**config.mk**
```make
export PLATFORM = sky130hd
export DESIGN_NAME = tone_sequencer_flat
export DESIGN_NICKNAME = d
export VERILOG_FILES = /design/src/rtl/tone_sequencer_if.sv /design/src/rtl/tone_sequencer.sv /design/src/flat_wrapper.sv
export SDC_FILE = /design/constraint.sdc
export NUM_CORES = 2
export LEC_CHECK = 0
export CORE_UTILIZATION = 40
export CTS_CLUSTER_SIZE = 24
export DETAILED_ROUTE_END_ITERATION = 8
export DONT_BUFFER_PORTS = 1
export PLACE_DENSITY = 0.53
export SYNTH_ARGS = -nofsm -noshare
export SYNTH_HDL_FRONTEND = slang
export SYNTH_SLANG_ARGS = --single-unit
```
**constraint.sdc**
```tcl
create_clock -name CLOCK_50 -period 3.25 [get_ports CLOCK_50]
set_input_delay 0.65 -clock CLOCK_50 [delete_from_list [all_inputs] [get_ports CLOCK_50]]
set_output_delay 0.65 -clock CLOCK_50 [all_outputs]
set_load 0.03 [all_outputs]
```
**src/rtl/tone_sequencer_if.sv**
```systemverilog
// ---------------------------------------------------------------------------
// tone_sequencer_if
// Bundles the control, note-table write and sample/status signals of
// tone_sequencer. The clock and reset stay plain ports on the module.
//   master : drives start/stop/loop and table writes, observes outputs
//   slave  : the sequencer itself
// Signals:
//   start        pulse, (re)start playback from entry 0
//   stop         level, force idle and silence
//   loop         wrap at end of song instead of finishing
//   wr_en        note table write strobe
//   wr_addr      entry to write
//   wr_period    half-period in cycles (0 = rest)
//   wr_duration  note length in cycles (0 = end-of-song marker)
//   sample_left  square-wave sample, two's complement
//   sample_right copy of sample_left
//   playing      high while a song is in progress
//   note_idx     index of the current entry
//   done         one-cycle pulse when a one-shot song ends
// ---------------------------------------------------------------------------
interface tone_sequencer_if #(
  parameter int IDX_W    = 4,
  parameter int CNT_W    = 32,
  parameter int SAMPLE_W = 32
);
  logic                start;
  logic                stop;
  logic                loop;
  logic                wr_en;
  logic [IDX_W-1:0]    wr_addr;
  logic [CNT_W-1:0]    wr_period;
  logic [CNT_W-1:0]    wr_duration;
  logic [SAMPLE_W-1:0] sample_left;
  logic [SAMPLE_W-1:0] sample_right;
  logic                playing;
  logic [IDX_W-1:0]    note_idx;
  logic                done;

  modport master (
    output start, stop, loop, wr_en, wr_addr, wr_period, wr_duration,
    input  sample_left, sample_right, playing, note_idx, done
  );

  modport slave (
    input  start, stop, loop, wr_en, wr_addr, wr_period, wr_duration,
    output sample_left, sample_right, playing, note_idx, done
  );
endinterface

```
**src/rtl/tone_sequencer.sv**
```systemverilog
// ---------------------------------------------------------------------------
// tone_sequencer
// Melody player: steps through a writable table of (half-period, duration)
// entries and emits a stereo square-wave sample pair.
// Ports:
//   CLOCK_50  sole clock
//   reset     synchronous, active-high reset
//   bus       tone_sequencer_if.slave (control, table writes, samples, status)
// Optional feature macro: TONE_SEQ_GAP_EN
//   When defined, each note's PLAY is followed by GAP_CYCLES cycles of
//   silence (GAP state, playing stays high) before the next LOAD.
// ---------------------------------------------------------------------------
module tone_sequencer #(
  parameter int NUM_NOTES  = 16,
  parameter int IDX_W      = 4,
  parameter int CNT_W      = 32,
  parameter int SAMPLE_W   = 32,
  parameter int AMPLITUDE  = 100000000,
  parameter int GAP_CYCLES = 1250000
) (
  input logic              CLOCK_50,
  input logic              reset,
  tone_sequencer_if.slave  bus
);

  localparam logic [SAMPLE_W-1:0] AMP_POS  = SAMPLE_W'(AMPLITUDE);
  localparam logic [SAMPLE_W-1:0] AMP_NEG  = SAMPLE_W'(-AMPLITUDE);
  localparam logic [IDX_W-1:0]    LAST_IDX = IDX_W'(NUM_NOTES - 1);
  localparam logic [CNT_W-1:0]    ONE      = CNT_W'(1);

  // Illegal parameter sets elaborate this empty marker block so they are
  // visible in the elaborated hierarchy.
  if ((NUM_NOTES != (1 << IDX_W)) || (GAP_CYCLES < 1) || (SAMPLE_W < 2)) begin : g_bad_params
  end

`ifdef TONE_SEQ_GAP_EN
  typedef enum logic [1:0] {S_IDLE, S_LOAD, S_PLAY, S_GAP} state_t;
`else
  typedef enum logic [1:0] {S_IDLE, S_LOAD, S_PLAY} state_t;
`endif

  // ---------------- note table ----------------
  // Register based because every entry must clear on reset.
  logic [CNT_W-1:0] per_all [NUM_NOTES];
  logic [CNT_W-1:0] dur_all [NUM_NOTES];

  for (genvar gi = 0; gi < NUM_NOTES; gi++) begin : g_entry
    logic [CNT_W-1:0] per_q;
    logic [CNT_W-1:0] dur_q;

    always_ff @(posedge CLOCK_50) begin
      if (reset) begin
        per_q <= '0;
        dur_q <= '0;
      end else if (bus.wr_en && (bus.wr_addr == IDX_W'(gi))) begin
        per_q <= bus.wr_period;
        dur_q <= bus.wr_duration;
      end
    end

    assign per_all[gi] = per_q;
    assign dur_all[gi] = dur_q;
  end

  // ---------------- sequencer state ----------------
  state_t              state_q;
  logic [IDX_W-1:0]    note_idx_q;
  logic [CNT_W-1:0]    per_q;
  logic [CNT_W-1:0]    dur_q;
  logic [CNT_W-1:0]    beat_q;
  logic [CNT_W-1:0]    half_q;
  logic                phase_q;
  logic [SAMPLE_W-1:0] sample_q;
  logic                playing_q;
  logic                done_q;
`ifdef TONE_SEQ_GAP_EN
  logic [CNT_W-1:0]    gap_q;
`endif

  // Table read sees the registered contents, so a write landing in the same
  // cycle as LOAD is only visible on a later read.
  logic [CNT_W-1:0] rd_per;
  logic [CNT_W-1:0] rd_dur;
  logic             last_beat;
  logic             half_wrap;

  assign rd_per    = per_all[note_idx_q];
  assign rd_dur    = dur_all[note_idx_q];
  assign last_beat = ((beat_q + ONE) == dur_q);
  assign half_wrap = ((half_q + ONE) == per_q);

  always_ff @(posedge CLOCK_50) begin
    if (reset) begin
      state_q    <= S_IDLE;
      note_idx_q <= '0;
      per_q      <= '0;
      dur_q      <= '0;
      beat_q     <= '0;
      half_q     <= '0;
      phase_q    <= 1'b0;
      sample_q   <= '0;
      playing_q  <= 1'b0;
      done_q     <= 1'b0;
`ifdef TONE_SEQ_GAP_EN
      gap_q      <= '0;
`endif
    end else begin
      done_q <= 1'b0;
      if (bus.stop) begin
        state_q    <= S_IDLE;
        note_idx_q <= '0;
        sample_q   <= '0;
        playing_q  <= 1'b0;
      end else if (bus.start) begin
        state_q    <= S_LOAD;
        note_idx_q <= '0;
        sample_q   <= '0;
        playing_q  <= 1'b1;
      end else begin
        case (state_q)
          S_IDLE: begin
            sample_q  <= '0;
            playing_q <= 1'b0;
          end

          S_LOAD: begin
            per_q   <= rd_per;
            dur_q   <= rd_dur;
            beat_q  <= '0;
            half_q  <= '0;
            phase_q <= 1'b0;
            if (rd_dur == '0) begin
              sample_q <= '0;
              if (bus.loop && (note_idx_q != '0)) begin
                // Wrap to the top of the song; stay in LOAD for entry 0.
                note_idx_q <= '0;
                playing_q  <= 1'b1;
              end else begin
                state_q    <= S_IDLE;
                note_idx_q <= '0;
                playing_q  <= 1'b0;
                done_q     <= 1'b1;
              end
            end else begin
              state_q   <= S_PLAY;
              playing_q <= 1'b1;
              // First PLAY cycle already carries the phase-0 level.
              sample_q  <= (rd_per == '0) ? '0 : AMP_POS;
            end
          end

          S_PLAY: begin
            if (last_beat) begin
              sample_q <= '0;
              if ((note_idx_q == LAST_IDX) && !bus.loop) begin
                // Running off the end of the table ends a one-shot song.
                state_q    <= S_IDLE;
                note_idx_q <= '0;
                playing_q  <= 1'b0;
                done_q     <= 1'b1;
              end else begin
                // Index wraps naturally because the table fills the index range.
                note_idx_q <= note_idx_q + IDX_W'(1);
                playing_q  <= 1'b1;
`ifdef TONE_SEQ_GAP_EN
                state_q    <= S_GAP;
                gap_q      <= '0;
`else
                state_q    <= S_LOAD;
`endif
              end
            end else begin
              beat_q <= beat_q + ONE;
              if (half_wrap) begin
                half_q  <= '0;
                phase_q <= ~phase_q;
              end else begin
                half_q <= half_q + ONE;
              end
              // Sample for the next cycle uses the next phase value.
              sample_q <= (per_q == '0) ? '0 :
                          ((phase_q ^ half_wrap) ? AMP_NEG : AMP_POS);
            end
          end

`ifdef TONE_SEQ_GAP_EN
          S_GAP: begin
            sample_q  <= '0;
            playing_q <= 1'b1;
            if ((gap_q + ONE) == CNT_W'(GAP_CYCLES)) begin
              state_q <= S_LOAD;
            end else begin
              gap_q <= gap_q + ONE;
            end
          end
`endif

          default: begin
            state_q   <= S_IDLE;
            sample_q  <= '0;
            playing_q <= 1'b0;
          end
        endcase
      end
    end
  end

  assign bus.sample_left  = sample_q;
  assign bus.sample_right = sample_q;
  assign bus.playing      = playing_q;
  assign bus.note_idx     = note_idx_q;
  assign bus.done         = done_q;

endmodule

```
**src/flat_wrapper.sv**
```systemverilog
// flat-port wrapper written by rule: the top's interface ports become plain ports
module tone_sequencer_flat 
#(
  parameter int NUM_NOTES  = 16,
  parameter int IDX_W      = 4,
  parameter int CNT_W      = 32,
  parameter int SAMPLE_W   = 32,
  parameter int AMPLITUDE  = 100000000,
  parameter int GAP_CYCLES = 1250000
)
  (CLOCK_50, reset, bus_start, bus_stop, bus_loop, bus_wr_en, bus_wr_addr, bus_wr_period, bus_wr_duration, bus_sample_left, bus_sample_right, bus_playing, bus_note_idx, bus_done);
  tone_sequencer_if #(.IDX_W(IDX_W), .CNT_W(CNT_W), .SAMPLE_W(SAMPLE_W)) bus_i ();
  input logic CLOCK_50;
  input logic reset;
  input wire logic [$bits(bus_i.start)-1:0] bus_start;
  input wire logic [$bits(bus_i.stop)-1:0] bus_stop;
  input wire logic [$bits(bus_i.loop)-1:0] bus_loop;
  input wire logic [$bits(bus_i.wr_en)-1:0] bus_wr_en;
  input wire logic [$bits(bus_i.wr_addr)-1:0] bus_wr_addr;
  input wire logic [$bits(bus_i.wr_period)-1:0] bus_wr_period;
  input wire logic [$bits(bus_i.wr_duration)-1:0] bus_wr_duration;
  output wire logic [$bits(bus_i.sample_left)-1:0] bus_sample_left;
  output wire logic [$bits(bus_i.sample_right)-1:0] bus_sample_right;
  output wire logic [$bits(bus_i.playing)-1:0] bus_playing;
  output wire logic [$bits(bus_i.note_idx)-1:0] bus_note_idx;
  output wire logic [$bits(bus_i.done)-1:0] bus_done;
  assign bus_i.start = bus_start;
  assign bus_i.stop = bus_stop;
  assign bus_i.loop = bus_loop;
  assign bus_i.wr_en = bus_wr_en;
  assign bus_i.wr_addr = bus_wr_addr;
  assign bus_i.wr_period = bus_wr_period;
  assign bus_i.wr_duration = bus_wr_duration;
  assign bus_sample_left = bus_i.sample_left;
  assign bus_sample_right = bus_i.sample_right;
  assign bus_playing = bus_i.playing;
  assign bus_note_idx = bus_i.note_idx;
  assign bus_done = bus_i.done;
  tone_sequencer #(.NUM_NOTES(NUM_NOTES), .IDX_W(IDX_W), .CNT_W(CNT_W), .SAMPLE_W(SAMPLE_W), .AMPLITUDE(AMPLITUDE), .GAP_CYCLES(GAP_CYCLES)) u_core (.CLOCK_50(CLOCK_50), .reset(reset), .bus(bus_i));
endmodule
```
==> impl.org <==
** Run status
- Run status :: finished, violations left
- The final reports fail on slew limit, setup timing.

** Critical path
- R2R setup slack :: -230 ps
- Arrival @ worst endpoint :: 4140 ps
- STA classifies the critical path endpoint as a flip-flop.
- The worst setup path is launched from a flip-flop.
- In this run the worst path has a maximum fanout of 10.
- The worst setup path is of the reg2reg kind.
- Launch instance of the worst register-to-register path :: u_core.bus.note_idx[1]$_SDFFE_PP0P_
- The worst register-to-register path ends at u_core.state_q[0]$_SDFFE_PP0P_.
- Required time of the critical path :: 3910 ps
- For the worst flop-to-flop path, the logic depth is 13.

** Detailed routing
- Dividing the detail-routed via count by the number of cells gives 5.76.
- Detailed routing placed a total of 17.3 mm of wire on met3.
- The routed layout has 47860 vias.
- Iteration-0 DRC count of the detailed router :: 5708
- For this run, design rule violations remaining after detail routing come to 0.
- Wire length on met1 :: 85.9 mm
- Dividing the detail-routed wire length by the instance count gives 24.5 µm.
- Detailed Route WL :: 204 mm
- Routed signal wires occupy layers up through met5.
- Antenna-violating nets left :: 0
- Routed length on met2 :: 95.0 mm
- DRT Pass-1 Iters :: 6

** Die
- Die span in y :: 366 µm
- Core Box Area :: 131000 µm²
- After floorplanning, the core was divided into 133 placement rows.
- Effective utilization at floorplan :: 0.403
- Total Die Area :: 134000 µm²
- Total I/O pin count :: 144
- The die is 366 µm wide.

** Global routing
- Global-route total usage across every layer :: 0.295
- The total overflow left after global routing is 0.
- The first global-routing pass estimated 299 mm of wire.
- Entering global routing, the biggest net connects 1104 pins.
- Number of global-route vias before repair :: 44514
- Number of antenna violations at the first check in global routing :: 5

** Pwr
- Of the total power, the share spent switching nets is 0.231.
- Internal power :: 23.9 mW
- The analysis attributes to cell leakage a power of 21.2 nW.
- The share of total power dissipated in combinational logic is 0.038.
- The design draws 31.1 mW.
- PD cells :: 493 nW/µm²
- For this design the total switching power over the nets is 7.19 mW.
- Worst-case vdd ir drop :: 0.344 mV
- Of the total power, the clock network draws 0.495.
- The share of total power dissipated in sequential elements is 0.467.

** Worst hold path
- For hold timing, the worst endpoint is u_core.g_entry[12].per_q[27]$_SDFFE_PP0P_.
- Along the worst hold path, the cell count comes to 2.
- The startpoint identified for the worst hold timing path is bus_wr_period[27].
- In this run the worst hold path is classified as in2reg.

** STA
- RSZ-0062 raised after global routing :: true
- Post-Route Setup TNS :: -1620 ps
- The hold violation total from the final report came to 0.
- Final Slew Violations :: 1076
- Achievable Freq :: 0.287 GHz
- Across the routed clock network, the largest skew measured is 31.6 ps.
- Slew margin rel. :: -1.17
- Final setup slack of the worst path :: -234 ps
- Setup violations remaining at the end of the flow were counted as 10.
- Period Utilization, post-route :: 1.07
- Subtracting the final worst setup slack from the clock period gives 3480 ps.
- Transition time at the pin with the least slew margin :: 3250 ps

** Yosys
- Register bit total from synthesis :: 1164
- Counting distinct cell types in the post-synthesis netlist gives 92.
- The share of synthesized area in the top cell type comes to 0.439.
- Average size of a mapped cell :: 8.24 µm²
- Gate count after technology mapping :: 6435
- For this run, the register share of the synthesized area comes to 0.439.
- Area leader, netlist :: sky130_fd_sc_hd__dfxtp_1
- The Yosys step of the flow raised 0 warnings.
- Top cells by area, synth :: sky130_fd_sc_hd__dfxtp_1 44%, sky130_fd_sc_hd__nand2_1 16%, sky130_fd_sc_hd__mux4_2 12%, sky130_fd_sc_hd__a21oi_1 11%, sky130_fd_sc_hd__clkbuf_1 3.6%
- Yosys mapped a number of flops with a built-in enable equal to 0.
- In the synthesized netlist the dominant register cell turns out to be sky130_fd_sc_hd__dfxtp_1.
- In the synthesized netlist the async set-or-reset flop fraction comes to 0.
- Summing every instance area after synthesis gives 53000 µm².

** Cells and area
- For this run, the share of the core covered by cells in the final layout is 0.480.
- Summing all multi-input logic gate instances after layout gives 27500 µm².
- Of the cells placed in the final design, the portion with a size suffix greater than 1 is 0.168.
- After filler insertion, the fill cell instance count of the layout stands at 12523.
- Relative to the synthesized area, the layout overhead comes to 19.1%.
- Final #Nets :: 6534
- Leaving out fill and tap cells, the most frequent cell in the layout is sky130_fd_sc_hd__nand2_1.
- Post-layout instance count excluding filler cells :: 8310
- Sequential cell area :: 23300 µm²
- In the layout the commonest cells are 2238 x sky130_fd_sc_hd__nand2_1, 1147 x sky130_fd_sc_hd__dfxtp_1, 1118 x sky130_fd_sc_hd__a21oi_1.

** Clock network
- The longest clock path from root to sink contains 3 buffers.
- In this run the clock root is driven by a sky130_fd_sc_hd__clkbuf_16.
- Clock-pin slew was measured on the worst setup and hold paths at 60 ps.
- CTS tree :: done
- The H-tree generated during clock tree synthesis spans 4 levels.
- Counting the buffers created by CTS gives 134.
- Clock tree synthesis found a total of 1164 sinks.
- Clock latency of the later-clocked register in the worst-skew pair :: 780 ps

** Placement
- Routability-driven placement finished with a final weighted congestion of 0.886.
- Once detailed placement completed, the half-perimeter wirelength came to 115 mm.
- Port Buf Inserts :: 0
- Placed cell count :: 7933
- Worst setup slack before clock tree synthesis :: -530 ps

** Job
- Number of max-cap violations :: 0
-- final cells by class --
| cell class | count | share of cell area |
|---|---|---|
| clock inverters | 44 | 0.00878 |
| repair buffers | 540 | 0.0875 |
| multi-input cells | 4570 | 0.435 |
| inverters | 43 | 0.00265 |
| well taps | 1755 | 0.0348 |
| diodes | 2 | 0.0000793 |
| flip-flops and latches | 1164 | 0.370 |
| clock buffers | 192 | 0.0614 |
-- power groups by stage --
stage / clock [mW] / sequential (mW) / combinational, mW
5_1_grt: 16.2 / 14.5 / 1.24
3_5_place_dp: 0 / 14.8 / 0.820
3_3_place_gp: 0 / 14.8 / 0.809
2_1_floorplan: 0 / 14.8 / 0.828
4_1_cts: 15.6 / 14.5 / 1.15
6_report: 15.4 / 14.5 / 1.19
-- cell families after synthesis --
kind of cell / Yosys count / share of synthesized area
fa+ha+maj: 8 / 0.00184
mux: 358 / 0.132
compound gates: 1375 / 0.142
other cells: 1 / 0.0000707
xor+xnor: 91 / 0.0153
buf+inv: 716 / 0.0593
simple gates: 2722 / 0.210
flops: 1164 / 0.439
-- per-layer routing --
| metal | up-vias | track usage |
|---|---|---|
| met5 | - | 0 |
| met4 | 2 | 0.0896 |
| met3 | 349 | 0.0518 |
| met2 | 2169 | 0.477 |
| met1 | 23437 | 0.402 |
| li1 | 21903 | - |
-- worst max-delay path, cell delays in order (launching register included) --
cell                       delay [ps]
sky130_fd_sc_hd__dfxtp_4          400
sky130_fd_sc_hd__buf_12           150
sky130_fd_sc_hd__buf_4            120
sky130_fd_sc_hd__buf_12           140
sky130_fd_sc_hd__mux4_2           500
sky130_fd_sc_hd__nand2_1           80
sky130_fd_sc_hd__nand2_1          130
sky130_fd_sc_hd__nor4_4           370
sky130_fd_sc_hd__or4b_4           520
sky130_fd_sc_hd__a211oi_4         250
sky130_fd_sc_hd__buf_6            170
sky130_fd_sc_hd__a41o_1           190
sky130_fd_sc_hd__nor3_1            50
sky130_fd_sc_hd__o31a_1           270
-- what timing repair did --
item	in CTS	in global routing
pin swaps	19	30
hold endpoints to repair	911	1
endpoints found under the setup margin	26	76
gates cloned	3	1
gates resized for setup	57	85
buffers inserted	19	23
hold buffers	92	1
-- sequential cells by signal, indices dropped and copies added, names as in the netlist, 3 cells and up --
name                    count
u_core.half_q              32
u_core.g_entry.per_q      512
u_core.bus.note_idx         4
u_core.per_q               32
u_core.beat_q              32
u_core.dur_q               32
u_core.bus.sample_left      3
u_core.g_entry.dur_q      512
-- worst max-delay path by stage --
stage,to,cells past startpoint,start
floorplan,u_core.bus.sample_left[26]$_SDFF_PP0_,12,u_core.bus.note_idx[0]$_SDFFE_PP0P_
global placement,u_core.bus.note_idx[0]$_SDFFE_PP0P_,12,u_core.bus.note_idx[0]$_SDFFE_PP0P_
detailed placement,u_core.bus.note_idx[0]$_SDFFE_PP0P_,12,u_core.bus.note_idx[0]$_SDFFE_PP0P_
CTS,u_core.state_q[0]$_SDFFE_PP0P_,13,u_core.bus.note_idx[1]$_SDFFE_PP0P_
global route,u_core.state_q[0]$_SDFFE_PP0P_,13,u_core.bus.note_idx[1]$_SDFFE_PP0P_
finish,u_core.state_q[0]$_SDFFE_PP0P_,13,u_core.bus.note_idx[1]$_SDFFE_PP0P_
-- stage by stage --
step / hold WS [ps] / cell area, µm²
after CTS: 0.0867 / 62500
final: 40.2 / 63200
after global placement: 437 / 56600
after global routing: 16.5 / 63200
after detailed placement: 443 / 56600
after floorplan: 432 / 53200
-- cells in the mapped netlist, types with 19 or more instances --
cell type and count:
sky130_fd_sc_hd__nand2_1 2252, sky130_fd_sc_hd__o21ai_0 46, sky130_fd_sc_hd__a31oi_1 19, sky130_fd_sc_hd__nor4_1 48, sky130_fd_sc_hd__xor2_1 34, sky130_fd_sc_hd__clkbuf_1 510, sky130_fd_sc_hd__and3_1 34, sky130_fd_sc_hd__xnor2_1 56
sky130_fd_sc_hd__inv_1 39, sky130_fd_sc_hd__nand3_1 64, sky130_fd_sc_hd__o211ai_1 23, sky130_fd_sc_hd__nor3_1 51, sky130_fd_sc_hd__mux4_2 273, sky130_fd_sc_hd__buf_2 62, sky130_fd_sc_hd__mux2_2 19, sky130_fd_sc_hd__buf_4 78
sky130_fd_sc_hd__dfxtp_1 1164, sky130_fd_sc_hd__nor2_1 116, sky130_fd_sc_hd__nand4_1 43, sky130_fd_sc_hd__a21oi_1 1119, sky130_fd_sc_hd__mux2i_1 66
No activity file was read; power rests on OpenSTA's default activity.
